[config.mk]
export PLATFORM = sky130hd
export DESIGN_NAME = multi_edge_detect
export DESIGN_NICKNAME = d
export VERILOG_FILES = /design/src/rtl/multi_edge_detect.sv
export SDC_FILE = /design/constraint.sdc
export NUM_CORES = 1
export LEC_CHECK = 0
export ABC_AREA = 1
export BUFFER_PORTS_ARGS = -buffer_cell sky130_fd_sc_hd__buf_2
export CAP_MARGIN = 20
export CORE_MARGIN = 3
export CORE_UTILIZATION = 25
export DETAILED_ROUTE_END_ITERATION = 12
export MAX_ROUTING_LAYER = met4
export SYNTH_ARGS = -nofsm -noshare
export SYNTH_HDL_FRONTEND = slang
export SYNTH_SLANG_ARGS = --single-unit
[constraint.sdc]
create_clock -name clk -period 1.05 [get_ports clk]
set_input_delay 0.21 -clock clk [delete_from_list [all_inputs] [get_ports clk]]
set_output_delay 0.21 -clock clk [all_outputs]
set_load 0.005 [all_outputs]
[src/rtl/multi_edge_detect.sv]
// -----------------------------------------------------------------------------
// multi_edge_detect
//
// Multi-channel edge detector for asynchronous inputs such as keys, sensor
// strobes and external triggers. Every channel is fully independent and has:
//   - a SYNC_STAGES-deep synchroniser,
//   - a glitch filter that only changes the filtered level after the
//     synchronised input has disagreed with it for FILT_LEN consecutive
//     cycles,
//   - an edge-mode select (off / rise / fall / both),
//   - a registered one-cycle event pulse,
//   - a sticky event flag with synchronous per-channel clear.
// irq is the OR of all sticky flags.
//
// Optional feature, compile-time macro EDGE_DET_CNT_EN:
//   defined   -> per-channel CNT_W-bit saturating event counter on evt_cnt,
//                zeroed by clr (clr together with a pulse leaves it at 1).
//   undefined -> no counter flops, evt_cnt is tied to zero.
//
// Parameters
//   CH          number of channels (>= 1)
//   SYNC_STAGES synchroniser flops per channel (>= 2)
//   FILT_LEN    stable cycles required before the level changes (>= 1)
//   CNT_W       width of each event counter
//
// Ports
//   clk      in   1         system clock, rising edge
//   rst_n    in   1         asynchronous reset, active-low
//   din      in   CH        raw asynchronous inputs
//   mode     in   2*CH      per channel [2i+1:2i]: 00 off, 01 rise, 10 fall, 11 both
//   clr      in   CH        synchronous clear of sticky flag (and counter)
//   level    out  CH        filtered, synchronised level
//   pulse    out  CH        one-cycle event pulse
//   sticky   out  CH        latched event flag
//   irq      out  1         OR of all sticky bits
//   evt_cnt  out  CH*CNT_W  event counters, channel i at [i*CNT_W +: CNT_W]
//
// Latency: a stable din transition shows up on level/pulse on clock edge
// SYNC_STAGES+FILT_LEN after the first edge that samples it. sticky and the
// counter follow one edge after the pulse.
// -----------------------------------------------------------------------------
module multi_edge_detect #(
    parameter int CH          = 4,
    parameter int SYNC_STAGES = 2,
    parameter int FILT_LEN    = 4,
    parameter int CNT_W       = 8
) (
    input  logic                  clk,
    input  logic                  rst_n,
    input  logic [CH-1:0]         din,
    input  logic [2*CH-1:0]       mode,
    input  logic [CH-1:0]         clr,
    output logic [CH-1:0]         level,
    output logic [CH-1:0]         pulse,
    output logic [CH-1:0]         sticky,
    output logic                  irq,
    output logic [CH*CNT_W-1:0]   evt_cnt
);

    // Filter counter is wide enough to hold FILT_LEN-1 for any FILT_LEN >= 1.
    localparam int                FCNT_W   = $clog2(FILT_LEN) + 1;
    localparam logic [FCNT_W-1:0] FILT_MAX = FCNT_W'(FILT_LEN - 1);

    genvar gi;
    generate
        for (gi = 0; gi < CH; gi++) begin : g_ch
            logic [SYNC_STAGES-1:0] sync_reg;
            logic [FCNT_W-1:0]      fcnt_reg;
            logic                   level_reg;
            logic                   pulse_reg;
            logic                   sticky_reg;
            logic                   sync_out;
            logic [1:0]             ch_mode;
            logic                   update;
            logic                   pulse_next;

            assign sync_out = sync_reg[SYNC_STAGES-1];
            assign ch_mode  = mode[2*gi +: 2];

            // The level flips on this edge: the synchronised input has
            // disagreed with the level for FILT_LEN consecutive samples.
            assign update = (sync_out != level_reg) && (fcnt_reg == FILT_MAX);

            // mode bit 0 enables rising events, bit 1 enables falling events.
            // mode is looked at only on the update edge, so a mode change
            // never retroactively affects a transition already reported.
            assign pulse_next = update && ((sync_out && ch_mode[0]) ||
                                           (!sync_out && ch_mode[1]));

            // Synchroniser: shift din in from the low end.
            always_ff @(posedge clk or negedge rst_n) begin
                if (!rst_n) begin
                    sync_reg <= '0;
                end else begin
                    sync_reg <= {sync_reg[SYNC_STAGES-2:0], din[gi]};
                end
            end

            // Glitch filter: any sample agreeing with the current level
            // restarts the count, so only an unbroken run changes the level.
            always_ff @(posedge clk or negedge rst_n) begin
                if (!rst_n) begin
                    fcnt_reg  <= '0;
                    level_reg <= 1'b0;
                end else if (sync_out == level_reg) begin
                    fcnt_reg  <= '0;
                end else if (update) begin
                    level_reg <= sync_out;
                    fcnt_reg  <= '0;
                end else begin
                    fcnt_reg  <= fcnt_reg + 1'b1;
                end
            end

            // Pulse is registered alongside the level. sticky is set from the
            // registered pulse, so a clr asserted during the pulse cycle sees
            // the pulse at the same edge and the event is kept.
            always_ff @(posedge clk or negedge rst_n) begin
                if (!rst_n) begin
                    pulse_reg  <= 1'b0;
                    sticky_reg <= 1'b0;
                end else begin
                    pulse_reg  <= pulse_next;
                    sticky_reg <= (sticky_reg & ~clr[gi]) | pulse_reg;
                end
            end

            assign level[gi]  = level_reg;
            assign pulse[gi]  = pulse_reg;
            assign sticky[gi] = sticky_reg;

`ifdef EDGE_DET_CNT_EN
            logic [CNT_W-1:0] cnt_reg;

            // Saturating counter; clr wins over the increment but a pulse
            // arriving on the clear edge is still counted (result 1).
            always_ff @(posedge clk or negedge rst_n) begin
                if (!rst_n) begin
                    cnt_reg <= '0;
                end else if (clr[gi]) begin
                    cnt_reg <= pulse_reg ? CNT_W'(1) : '0;
                end else if (pulse_reg && (cnt_reg != {CNT_W{1'b1}})) begin
                    cnt_reg <= cnt_reg + 1'b1;
                end
            end

            assign evt_cnt[gi*CNT_W +: CNT_W] = cnt_reg;
`else
            assign evt_cnt[gi*CNT_W +: CNT_W] = '0;
`endif
        end
    endgenerate

    // Driven only by flops, so the OR cannot glitch on its own.
    assign irq = |sticky;

endmodule

# Yosys cells after proc, flatten, opt, wreduce, memory -nomap -nowiden
# Index checks and enable logic that the tools add are counted.
dict set report word_totals {
  out_inout_bits 45
  input_bits 18
  elab_cells 89
  regBits 32
}
dict set report op_classes {
  eq_ne 12
  bitwise_logic 16
  muxes 8
  add_sub_neg 4
  n_reduce_logical 29
}
# cell count
set ops {}
lappend ops {{$mux W3} 8}
lappend ops {{$logic_and A1 B1 Y1} 16}
lappend ops {{$add A3 B1 Y3 const B} 4}
lappend ops {{$eq A3 B2 Y1 const B} 4}
lappend ops {{$not A1 Y1} 8}
lappend ops {{$reduce_and A2 Y1} 4}
lappend ops {{$and A1 B1 Y1} 4}
lappend ops {{$eq A1 B1 Y1} 4}
lappend ops {{$logic_not A1 Y1} 4}
lappend ops {{$logic_or A1 B1 Y1} 4}
lappend ops {{$ne A1 B1 Y1} 4}
lappend ops {{$or A1 B1 Y1} 4}
lappend ops {{$reduce_or A4 Y1} 1}

# Depth between registers and ports, before layout
# Gate-level depths: netlist (run 1).
dict set report logic_depth {
  word_depth 4
  mapped_depth 5
  ltp_nobuf 5
}

# Least setup slack after synthesis (run 1)
# OpenSTA, ideal clock, no wires.
dict set report synth_path {
  path_type {register to register}
  startpoint {reg g_ch[0].fcnt_reg[0]}
  endpoint {reg g_ch[0].fcnt_reg[2]}
  t_arrival_ps 844
  setup_slack_ps 137
  path_buffers 0
  path_stages_with_launch 4
  synth_period_minus_slack_ps 913
  path_cell_list {dfrtp_1 -> ha_1 -> or2_1 -> nor2_2}
}
dict set report synth_between {
  elab_chain_cells 4
  elab_cells_between_ends 5
}
# item line
set synth_lines {}
lappend synth_lines {{from (decl)} 68} ;# logic [FCNT_W-1:0] fcnt_reg;
lappend synth_lines {{from (signal assigned)} 111} ;# fcnt_reg <= fcnt_reg + 1'b1;
lappend synth_lines {{parallel branches: the longest is 2 deep, another holds $add A3 B1 Y3} --}
lappend synth_lines {{$mux W3 *} 107} ;# end else if (update) begin
lappend synth_lines {{$mux W3 *} 105} ;# end else if (sync_out == level_reg) begin
# Mark *: on every way between the ends.
# A chain may end at the register's enable or synchronous reset.

# Worst setup path after layout (run 1)
dict set report layout_path {
  startpoint {reg g_ch[1].sticky_reg}
  endpoint {out irq}
}
dict set report layout_between {
  elab_chain_cells 1
}
# item line
set layout_lines {}
lappend layout_lines {{from (decl)} 71} ;# logic sticky_reg;
lappend layout_lines {{from (signal assigned)} 124} ;# sticky_reg <= (sticky_reg & ~clr[gi]) | pulse_reg;
lappend layout_lines {{$reduce_or A4 Y1} 155} ;# assign irq = |sticky;
lappend layout_lines {{to (decl)} 56} ;# output logic irq,
# Every way passes these cells.

==> summary.txt, run 1 <==
Power
  – PD cells: a little over 2000 nW/µm²
  – Leakage: approximately 1.1 nW
  – Peak VDD IR: 0.5191 mV

Timing
  – Hold Vio Cnt, Final: 0
  – Fin crit period: 1.166 ns
  – Final clock skew: about 0.0057 ns
  – Final worst path period share: 111.0%
  – Max Clock Freq: between 800 and 900 MHz
  – Unrepaired setup endpoints after global routing: true
  – Min setup slack post-route: -0.1158 ns
  – Hold slack: 0.03194 ns
  – Final setup TNS: -0.1950 ns
  – Setup Viol. Count Final: 2
  – Fin. max-slew vios: 0

Place
  – HPWL Detailed: approximately 2000 µm
  – Buffers on Ports: 30
  – GP Congestion: approximately 0.65

GRT
  – Number of global-route vias before repair: roughly 960
  – Largest net degree at the start of global routing: 33
  – First-pass GRT wire length: about 4000 µm
  – Initial antenna violation count: 0
  – Grt ovf: 0
  – Total track usage: between 7 and 8%

Synthesis
  – Syn_area_per_cell: roughly 8.9 µm²
  – Post-synthesis sequential area ratio: between 40% and 50%
  – Synthesized cell area: between 1500 and 2000 µm²
  – Cells after Synth: approximately 180
  – Synth warn: 0
  – Share of the synthesized area in the top cell type: between 40% and 50%
  – Synthesized flop and latch total: 32
  – Netlist cell types: 14
  – Main area contributors after synthesis: dfrtp_1 49%, buf_4 20%, nand2_1 8.3%
  – Area leader, netlist: dfrtp_1

Routing
  – Routed WL: around 2600 µm
  – Via density: around 3.5
  – Iter 0 DRT Violations: 46
  – Pre-antenna DRT Iters: 4
  – DRC viols: 0
  – Antenna Nets Post-Route: 0
  – Via Count: between 1,000 and 1,500
  – Per-cell routed wire length: ~9.0 µm

Outcome
  – Status: complete, but fails checks
  – Violated checks: setup timing

CTS
  – Clock transition at path regs: ~0.070 ns
  – CTS Root Buffer Type: clkbuf_8
  – CTS tree: built
  – Clock sink count: 32
  – Clock buffer count from CTS: 5
  – H-tree Lvls: 2
  – Clock Tree Buf Depth: 2
  – Clk Latency, worst-skew pair: 0.28 ns

Worst setup path
  – CP startpoint: g_ch[1].sticky_reg
  – CP required: approximately 0.84 ns
  – WP data arrival: roughly 0.96 ns
  – R2R Setup Slk: around 0.080 ns
  – Worst Path Buf+Inv: 2
  – CP Launch Type: register
  – R2R Path Start: g_ch[3].fcnt_reg[0]
  – Worst r2r dst: g_ch[3].fcnt_reg[2]
  – Delay-heaviest family, CP: flip-flops
  – Slowest stage delay, CP: 0.39 ns
  – Crit-path cells: inv_2, nand4_1, buf_2
  – Slowest stage cell, crit path: dfrtp_1
  – WS Path Type: register to primary output
  – WP depth: 3
  – CP Capture Point: irq
  – Reg2reg path depth: 3
  – Critical Path End Type: primary output
  – Critical path fanouts, max: 2

Floorplan
  – I/O pin total: 63
  – Core outline area: around 6000 µm²
  – Initial Util: around a quarter
  – Rows: 28
  – Height of the die: 86.60 µm
  – Die span in x: slightly below 90 µm
  – Die ar.: about 7500 µm²

Cells and area
  – Register area: between 800 and 900 µm²
  – # diodes: 0
  – Nets: ~240
  – Most frequent cells in the layout: 34 x nand2_1, 32 x conb_1, 32 x dfrtp_1, 29 x buf_2, 18 x inv_1
  – Max reg flops: 12
  – Area Growth Syn to Fin: 13.64%
  – Commonest non-fill, non-tap cell in the layout: nand2_1
  – Filler instances: approximately 660
  – Layout cell share with drive strength beyond 1: between 20% and 30%
  – Multi-input gate area in the final layout: 520.5 µm²

Run
  – Max-Cap Viols: 0

Min path
  – Worst Hold Class: input pin to register
cell type report:
cell class | count | area share (%)
clock buffer | 8 | 4.881
inverter | 25 | 5.085
multi-input combinational | 112 | 28.20
sequential | 32 | 43.39
tap | 75 | 5.085
timing repair buffer | 40 | 13.36
routing by layer:
metal	global-route usage (%)	routed length [µm]
met3	2.567	195
met4	4.674	74
met2	12.17	1288
met5	-	0
met1	7.969	1078
per-stage QoR:
stage / std cells / instance area (µm²) / setup slack, ns / total power, mW / utilization (%)
after floorplan: 213 / 1740 / 0.1374 / 2.521 / -
after detailed placement: 275 / 1674 / 0.08137 / 2.643 / 27.46
after global placement: 275 / 1674 / 0.09635 / 2.609 / 27.46
after CTS: 291 / 1827 / -0.1192 / 3.795 / 29.97
final: 292 / 1846 / -0.1158 / 3.742 / 30.28
after global routing: 292 / 1846 / -0.2064 / 4.093 / 30.28
report_power, final:
| group | internal [mW] | switching [mW] | total, mW | leakage (nW) |
|---|---|---|---|---|
| Sequential | 1.49 | 0.120 | 1.61 | 0.413 |
| Clock | 0.534 | 0.443 | 0.977 | 0.0455 |
| Combinational | 0.524 | 0.635 | 1.16 | 0.608 |
| Total | 2.54 | 1.20 | 3.74 | 1.07 |
worst min-delay path by stage:
stage	start	end	slack [ns]	cells past startpoint
final	din[3]	g_ch[3].sync_reg[0]	0.03	1
after global routing	din[3]	g_ch[3].sync_reg[0]	0.02	1
after CTS	din[3]	g_ch[3].sync_reg[0]	0.02	1
after detailed placement	rst_n	g_ch[2].sync_reg[0]	0.18	2
after global placement	rst_n	g_ch[2].fcnt_reg[0]	0.18	2
after floorplan	rst_n	g_ch[0].fcnt_reg[0]	-0.09	0
synth_stat cells, drive strengths merged:
| library cell | instances |
|---|---|
| buf | 44 |
| conb | 1 |
| dfrtp | 32 |
| ha | 4 |
| inv | 25 |
| nand2 | 43 |
| nand4 | 1 |
| nor2 | 20 |
| o21ai | 4 |
| o21bai | 4 |
| or2 | 4 |
cell families (layout without fill, tap and decap cells):
logic type / after synthesis / count (layout) / share of synthesized area (%)
DFF: 32 / 32 / 49.31
and+or+nand+nor: 68 / 68 / 18.18
buffers and inverters: 69 / 73 / 26.12
AOI/OAI and AO/OA: 8 / 8 / 3.082
other: 1 / 32 / 0.2309
adders and majority gates: 4 / 4 / 3.082
repair_timing:
| item | in CTS | in global routing |
|---|---|---|
| gates resized for setup | 2 | 4 |
| endpoints found under the hold margin | 32 | 0 |
| endpoints found under the setup margin | 5 | 11 |
| hold buffers | 1 | 0 |
| buffers inserted | 7 | 1 |
(Power assumes the default switching activity.)
==> run 2: changes to the inputs <==
--- a/config.mk
+++ b/config.mk
@@ -5,7 +5,7 @@
 export SDC_FILE = /design/constraint.sdc
 export NUM_CORES = 1
 export LEC_CHECK = 0
-export ABC_AREA = 1
+export ABC_AREA = 0
 export BUFFER_PORTS_ARGS = -buffer_cell sky130_fd_sc_hd__buf_2
 export CAP_MARGIN = 20
 export CORE_MARGIN = 3
==> summary.txt, run 2 <==
Outcome
  – Status: complete, but fails checks
  – Violated checks: setup timing

Cells and area
  – Fin area: 2001 µm² (+8.4%)
  – Commonest non-fill, non-tap cell in the layout: conb_1
  – # diodes: 0 (unchanged)
  – Filler instances: 579 (-12%)
  – Register area: 802.0 µm² (+0.16%)
  – Utilization after layout: 35.04% (+4.8 points)
  – Max reg flops: 12 (unchanged)
  – Multi-input gate area in the final layout: 595.6 µm² (+14%)
  – Layout cell share with drive strength beyond 1: 46.86% (+17 points)
  – Most frequent cells in the layout: 32 x conb_1, 31 x dfrtp_1, 27 x buf_2, 17 x buf_4, 8 x nand3b_1
  – Nets: 196 (-18%)
  – Area Growth Syn to Fin: 31.28%
  – Non-filler instance count after layout: 247 (-15%)

CTS
  – CTS Root Buffer Type: clkbuf_8
  – Clk Latency, worst-skew pair: 0.28 ns (about the same)
  – H-tree Lvls: 2 (unchanged)
  – CTS tree: built
  – Clock sink count: 32 (unchanged)
  – Clock Tree Buf Depth: 2 (unchanged)
  – Clock transition at path regs: 0.07 ns (about the same)
  – Clock buffer count from CTS: 5 (unchanged)

Power
  – Combinational power share: 31.8% (+0.8 points)
  – Power Internal: 3.171 mW (+25%)
  – PD cells: 2142 nW/µm² (+5.6%)
  – Clk pwr share: 29.9% (+3.8 points)
  – Switching power: 1.114 mW (-7.0%)
  – Sw Ratio: 25.99% (-6.0 points)
  – Peak VDD IR: 0.9303 mV (+79%)
  – Sequential Power Share: 38.3% (-4.6 points)
  – Leakage: 1.050 nW (-1.5%)

Synthesis
  – Count leader, synth: buf_4
  – Cells after Synth: 127 (-30%)
  – Synthesized cell area: 1524 µm² (-6.2%)
  – Area leader, netlist: dfrtp_1
  – Share of the synthesized area in the top cell type: 52.55% (+3.2 points)
  – Syn_area_per_cell: 12.00 µm² (+34%)
  – Asr flop ratio synth: 100.0% (unchanged)
  – Netlist cell types: 18 (+4)
  – Synth Flop Type: dfrtp_1
  – Synthesized flop and latch total: 32 (unchanged)
  – Synth cell count leaders: 44 x buf_4, 32 x dfrtp_1, 8 x nand3b_1
  – Post-synthesis sequential area ratio: 52.55% (+3.2 points)
  – Synth warn: 0 (unchanged)
  – Main area contributors after synthesis: dfrtp_1 53%, buf_4 22%, nand3b_1 3.9%
  – Number of flops mapped to enable cells by yosys: 0 (unchanged)

Worst setup path
  – Critical path fanouts, max: 2 (unchanged)
  – Slowest stage cell, crit path: or4_1
  – CP Launch Type: register
  – CP required: 0.84 ns (about the same)
  – Reg2reg path depth: 3 (unchanged)
  – WS Path Type: register to primary output
  – R2R Path Start: g_ch[0].fcnt_reg[0]
  – WP data arrival: 1.29 ns (+0.33 ns)
  – Worst r2r dst: g_ch[0].level_reg
  – Critical Path End Type: primary output
  – R2R Setup Slk: -0.08 ns (-0.16 ns)
  – Slowest stage delay, CP: 0.50 ns (+0.11 ns)
  – Crit-path cells: or4_1, buf_2

Routing
  – DRC viols: 0 (unchanged)
  – Per-cell routed wire length: 10.18 µm (+13%)
  – Via Count: 924 (-11%)
  – Pre-antenna DRT Iters: 4 (unchanged)
  – Via density: 3.741 (+5.7%)
  – Iter 0 DRT Violations: 16 (-65%)
  – Antenna Nets Post-Route: 0 (unchanged)
  – Routed WL: 2515 µm (-4.6%)

Place
  – Buffers on Ports: 30 (unchanged)
  – GP Congestion: 0.7380 (+13%)
  – Placed cells: 227 (-17%)
  – HPWL Detailed: 1863 µm (-6.0%)
  – Placed Area: 1679 µm² (+0.30%)

Timing
  – Hold Vio Cnt, Final: 0 (unchanged)
  – Final setup TNS: -1.020 ns (-0.8247 ns)
  – Final clock skew: 0.004040 ns (-0.001657 ns)
  – Fin. max-slew vios: 0 (unchanged)
  – Fin crit period: 1.497 ns (+0.3309 ns)
  – Setup Viol. Count Final: 12 (+10)
  – Final worst path period share: 142.5% (+32 points)
  – Min setup slack post-route: -0.4467 ns (-0.3309 ns)
  – Hold slack: 0.03411 ns (+0.002171 ns)
  – Max Clock Freq: 668.1 MHz (-22%)
  – Unrepaired setup endpoints after global routing: true

GRT
  – First-pass GRT wire length: 3981 µm (-2.9%)
  – Initial antenna violation count: 0 (unchanged)
  – Total track usage: 7.492% (-0.074 points)
  – Number of global-route vias before repair: 886 (-7.5%)
  – Grt ovf: 0 (unchanged)
  – Largest net degree at the start of global routing: 22 (-33%)

Floorplan
  – Rows: 27 (-3.6%)
  – Die ar.: 7069 µm² (-5.7%)
  – Die span in x: 84.08 µm (-2.9%)
  – I/O pin total: 63 (unchanged)
  – Height of the die: 84.08 µm (-2.9%)
  – Initial Util: 26.69% (+0.051 points)
  – Core outline area: 5709 µm² (-6.3%)

Min path
  – Hold Crit Start: din[2]
  – WHS Path Cells: 1 (unchanged)
  – Worst Hold Class: input pin to register
  – Hold endpoint: g_ch[2].sync_reg[0]

Run
  – Max-Cap Viols: 0 (unchanged)
-- run 2: layout make-up --
cell class	count	share of cell area [%]
clock inverters	1	1.501
repair buffers	53	18.57
inverters	4	0.7505
well taps	72	4.503
multi-input cells	78	29.77
clock buffers	7	4.816
flip-flops and latches	32	40.09
-- run 2: metal layers --
metal	up-vias	GRT usage (%)	wire length, µm
met5	-	-	0
met4	0	3.509	36
met3	7	2.962	185
met2	40	10.40	1188
met1	443	9.486	1104
li1	434	-	-
-- run 2: timing repair --
| action | CTS | global route |
|---|---|---|
| buffers inserted | 7 | 7 |
| hold buffers | 1 | 0 |
| endpoints found under the hold margin | 11 | 0 |
| gates resized for setup | 12 | 11 |
| setup endpoints to repair | 17 | 23 |
| pin swaps | 3 | 4 |
-- run 2: how the worst max path moves through the flow --
stage | from | to | depth (start not counted) | slack [ns]
2_1_floorplan | g_ch[3].sticky_reg | irq | 1 | -0.05
3_3_place_gp | g_ch[3].sticky_reg | irq | 2 | -0.15
3_5_place_dp | g_ch[1].sticky_reg | irq | 2 | -0.14
4_1_cts | g_ch[3].sticky_reg | irq | 2 | -0.45
5_1_grt | g_ch[3].sticky_reg | irq | 2 | -0.51
6_report | g_ch[3].sticky_reg | irq | 2 | -0.45
-- run 2: kinds of logic (layout without fill, tap and decap cells) --
group	Yosys count	in the layout	synth area share, %
compound gates	8	8	3.858
xor+xnor	4	4	2.299
fa+ha+maj	4	4	3.284
buf+inv	48	65	22.66
flops	32	32	52.55
mux	4	4	2.955
other cells	1	32	0.2461
simple gates	26	26	12.15
-- run 2: worst max-delay path, delay by kind of cell (launching register included) --
family	cells	cell delay (ns)
buffers and inverters	1	0.14
DFF	1	0.37
and+or+nand+nor	1	0.50
-- run 2: metrics by stage --
stage	power, mW	setup WS, ns
4_1_cts	4.171	-0.4534
3_3_place_gp	2.601	-0.1515
2_1_floorplan	2.448	-0.05055
3_5_place_dp	2.625	-0.1438
5_1_grt	4.582	-0.5110
6_report	4.285	-0.4467
-- run 2: power by group through the flow --
| stage | Clock (mW) | Sequential [mW] | Combinational (mW) |
|---|---|---|---|
| global placement | 0 | 1.68 | 0.924 |
| finish | 1.28 | 1.64 | 1.36 |
| detailed placement | 0 | 1.69 | 0.939 |
| global route | 1.38 | 1.68 | 1.52 |
| CTS | 1.32 | 1.62 | 1.23 |
| floorplan | 0 | 1.65 | 0.802 |
==> run 3: changes to the inputs <==
--- a/config.mk
+++ b/config.mk
@@ -8,6 +8,7 @@
 export ABC_AREA = 0
 export BUFFER_PORTS_ARGS = -buffer_cell sky130_fd_sc_hd__buf_2
 export CAP_MARGIN = 20
+export CORE_ASPECT_RATIO = 1.5
 export CORE_MARGIN = 3
 export CORE_UTILIZATION = 25
 export DETAILED_ROUTE_END_ITERATION = 12
==> summary.txt, run 3 (same netlist as run 2, synthesis figures left out) <==
Run
  – Max-Cap Viols: 0 (unchanged)

GRT
  – Number of global-route vias before repair: 864 (-2.5%)
  – Largest net degree at the start of global routing: 33 (+50%)
  – Most Crowded Layer GR: met2
  – First-pass GRT wire length: 4022 µm (+1.0%)
  – Met3 Use GR: 3.376% (+0.41 points)
  – Initial antenna violation count: 0 (unchanged)
  – Grt ovf: 0 (unchanged)
  – Total track usage: 7.867% (+0.38 points)
  – GRT met1 Usage: 7.222% (-2.3 points)
  – Met2 Track Usage GR: 14.12% (+3.7 points)

CTS
  – Clock sink count: 32 (unchanged)
  – Clock buffer count from CTS: 5 (unchanged)
  – CTS tree: built
  – CTS Root Buffer Type: clkbuf_8
  – Clock Tree Buf Depth: 2 (unchanged)
  – Clock transition at path regs: 0.07 ns (about the same)
  – H-tree Lvls: 2 (unchanged)
  – Clk Latency, worst-skew pair: 0.28 ns (about the same)

Cells and area
  – Layout cell share with drive strength beyond 1: 47.43% (+0.57 points)
  – Fin area: 2052 µm² (+2.6%)
  – Filler instances: 588 (+1.6%)
  – Nets: 196 (unchanged)
  – Multi-input gate area in the final layout: 626.9 µm² (+5.3%)
  – Most frequent cells in the layout: 32 x conb_1, 32 x dfrtp_1, 26 x buf_2, 13 x buf_4, 12 x buf_6
  – # diodes: 0 (unchanged)
  – Area Growth Syn to Fin: 34.65%
  – Register area: 800.8 µm² (-0.16%)
  – Max reg flops: 12 (unchanged)

Place
  – Placement Setup Slack: -0.1531 ns (-0.009310 ns)
  – Buffers on Ports: 30 (unchanged)
  – Placed Area: 1649 µm² (-1.8%)
  – GP Congestion: 0.6561 (-11%)
  – HPWL Detailed: 1694 µm (-9.0%)

Worst setup path
  – CP Launch Type: register
  – R2R Path Start: g_ch[0].fcnt_reg[0]
  – Slowest stage delay, CP: 0.53 ns (+0.03 ns)
  – Slowest stage cell, crit path: or4_1
  – R2R Setup Slk: -0.13 ns (-0.05 ns)
  – CP required: 0.84 ns (about the same)
  – Critical path fanouts, max: 2 (unchanged)
  – Crit-path cells: or4_1, buf_2
  – WP data arrival: 1.33 ns (+0.04 ns)
  – Worst Path Buf+Inv: 1 (unchanged)
  – Critical Path End Type: primary output
  – Delay-heaviest family, CP: simple AND/OR/NAND/NOR gates
  – WS Path Type: register to primary output
  – CP startpoint: g_ch[1].sticky_reg

Timing
  – Min setup slack post-route: -0.4890 ns (-0.04228 ns)
  – Final clock skew: 0.002319 ns (-0.001722 ns)
  – Fin crit period: 1.539 ns (+0.04228 ns)
  – Final setup TNS: -1.322 ns (-0.3023 ns)
  – Setup Viol. Count Final: 14 (+2)
  – Hold Vio Cnt, Final: 0 (unchanged)
  – Hold slack: 0.03166 ns (-0.002452 ns)
  – Unrepaired setup endpoints after global routing: true
  – Max Clock Freq: 649.8 MHz (-2.7%)
  – Fin. max-slew vios: 0 (unchanged)
  – Final worst path period share: 146.6% (+4.0 points)

Floorplan
  – Rows: 34 (+26%)
  – I/O pin total: 63 (unchanged)
  – Height of the die: 101.6 µm (+21%)
  – Die span in x: 69.75 µm (-17%)
  – Die ar.: 7088 µm² (+0.27%)
  – Initial Util: 25.96% (-0.73 points)
  – Core outline area: 5871 µm² (+2.8%)

Min path
  – Hold Crit Start: din[0]
  – Worst Hold Class: input pin to register

Routing
  – Via Count: 925 (+0.11%)
  – DRC viols: 0 (unchanged)
  – Via density: 3.745 (+0.11%)
  – Per-cell routed wire length: 10.50 µm (+3.1%)
  – Iter 0 DRT Violations: 1 (-15)
  – Routed WL: 2594 µm (+3.1%)
  – Antenna Nets Post-Route: 0 (unchanged)
  – Pre-antenna DRT Iters: 3 (-1)

Outcome
  – Status: complete, but fails checks
  – Violated checks: setup timing

Power
  – Peak VDD IR: 0.7564 mV (-19%)
  – PD cells: 2151 nW/µm² (+0.43%)
  – Leakage: 1.060 nW (+0.94%)
[run 3: metal layers]
layer / wire, µm / up-vias
met5: 0 / -
met4: 44 / 0
met3: 217 / 5
met2: 1419 / 49
met1: 912 / 441
li1: - / 430
[run 3: cell type report]
class | count | area share (%)
sequential | 32 | 39.02
multi-input combinational | 78 | 30.55
timing repair buffer | 53 | 19.15
clock buffer | 7 | 4.695
tap | 72 | 4.390
clock inverter | 1 | 1.463
inverter | 4 | 0.7317
[run 3: report_power, final]
part           leakage [nW]  total, mW  internal (mW)  switching [mW]
Combinational         0.584       1.49          0.913           0.578
Sequential            0.411       1.64           1.48           0.159
Clock                0.0645       1.29          0.837           0.449
Total                  1.06       4.41           3.23            1.19
[run 3: final timing paths]
kind	depth (start not counted)	to
min reg2reg	0	g_ch[3].sync_reg[1]
max	2	irq
max in group asynchronous	3	g_ch[3].sync_reg[1]
max reg2reg	3	g_ch[0].level_reg
min in group asynchronous	3	g_ch[1].fcnt_reg[2]
min	1	g_ch[0].sync_reg[0]
[run 3: timing repair]
| action | 4_1_cts | 5_1_grt |
|---|---|---|
| hold buffers | 1 | 0 |
| cloned | 0 | 0 |
| pin swaps | 6 | 5 |
| setup buffers | 13 | 5 |
| endpoints found under the setup margin | 17 | 23 |
| resized for setup | 20 | 14 |
| endpoints found under the hold margin | 32 | 0 |
[run 3: metrics by stage]
stage,utilization [%],total power [mW],cells
2_1_floorplan,-,2.448,158
3_3_place_gp,28.09,2.547,223
3_5_place_dp,28.09,2.568,223
4_1_cts,33.42,4.233,245
5_1_grt,34.95,4.711,247
6_report,34.95,4.413,247
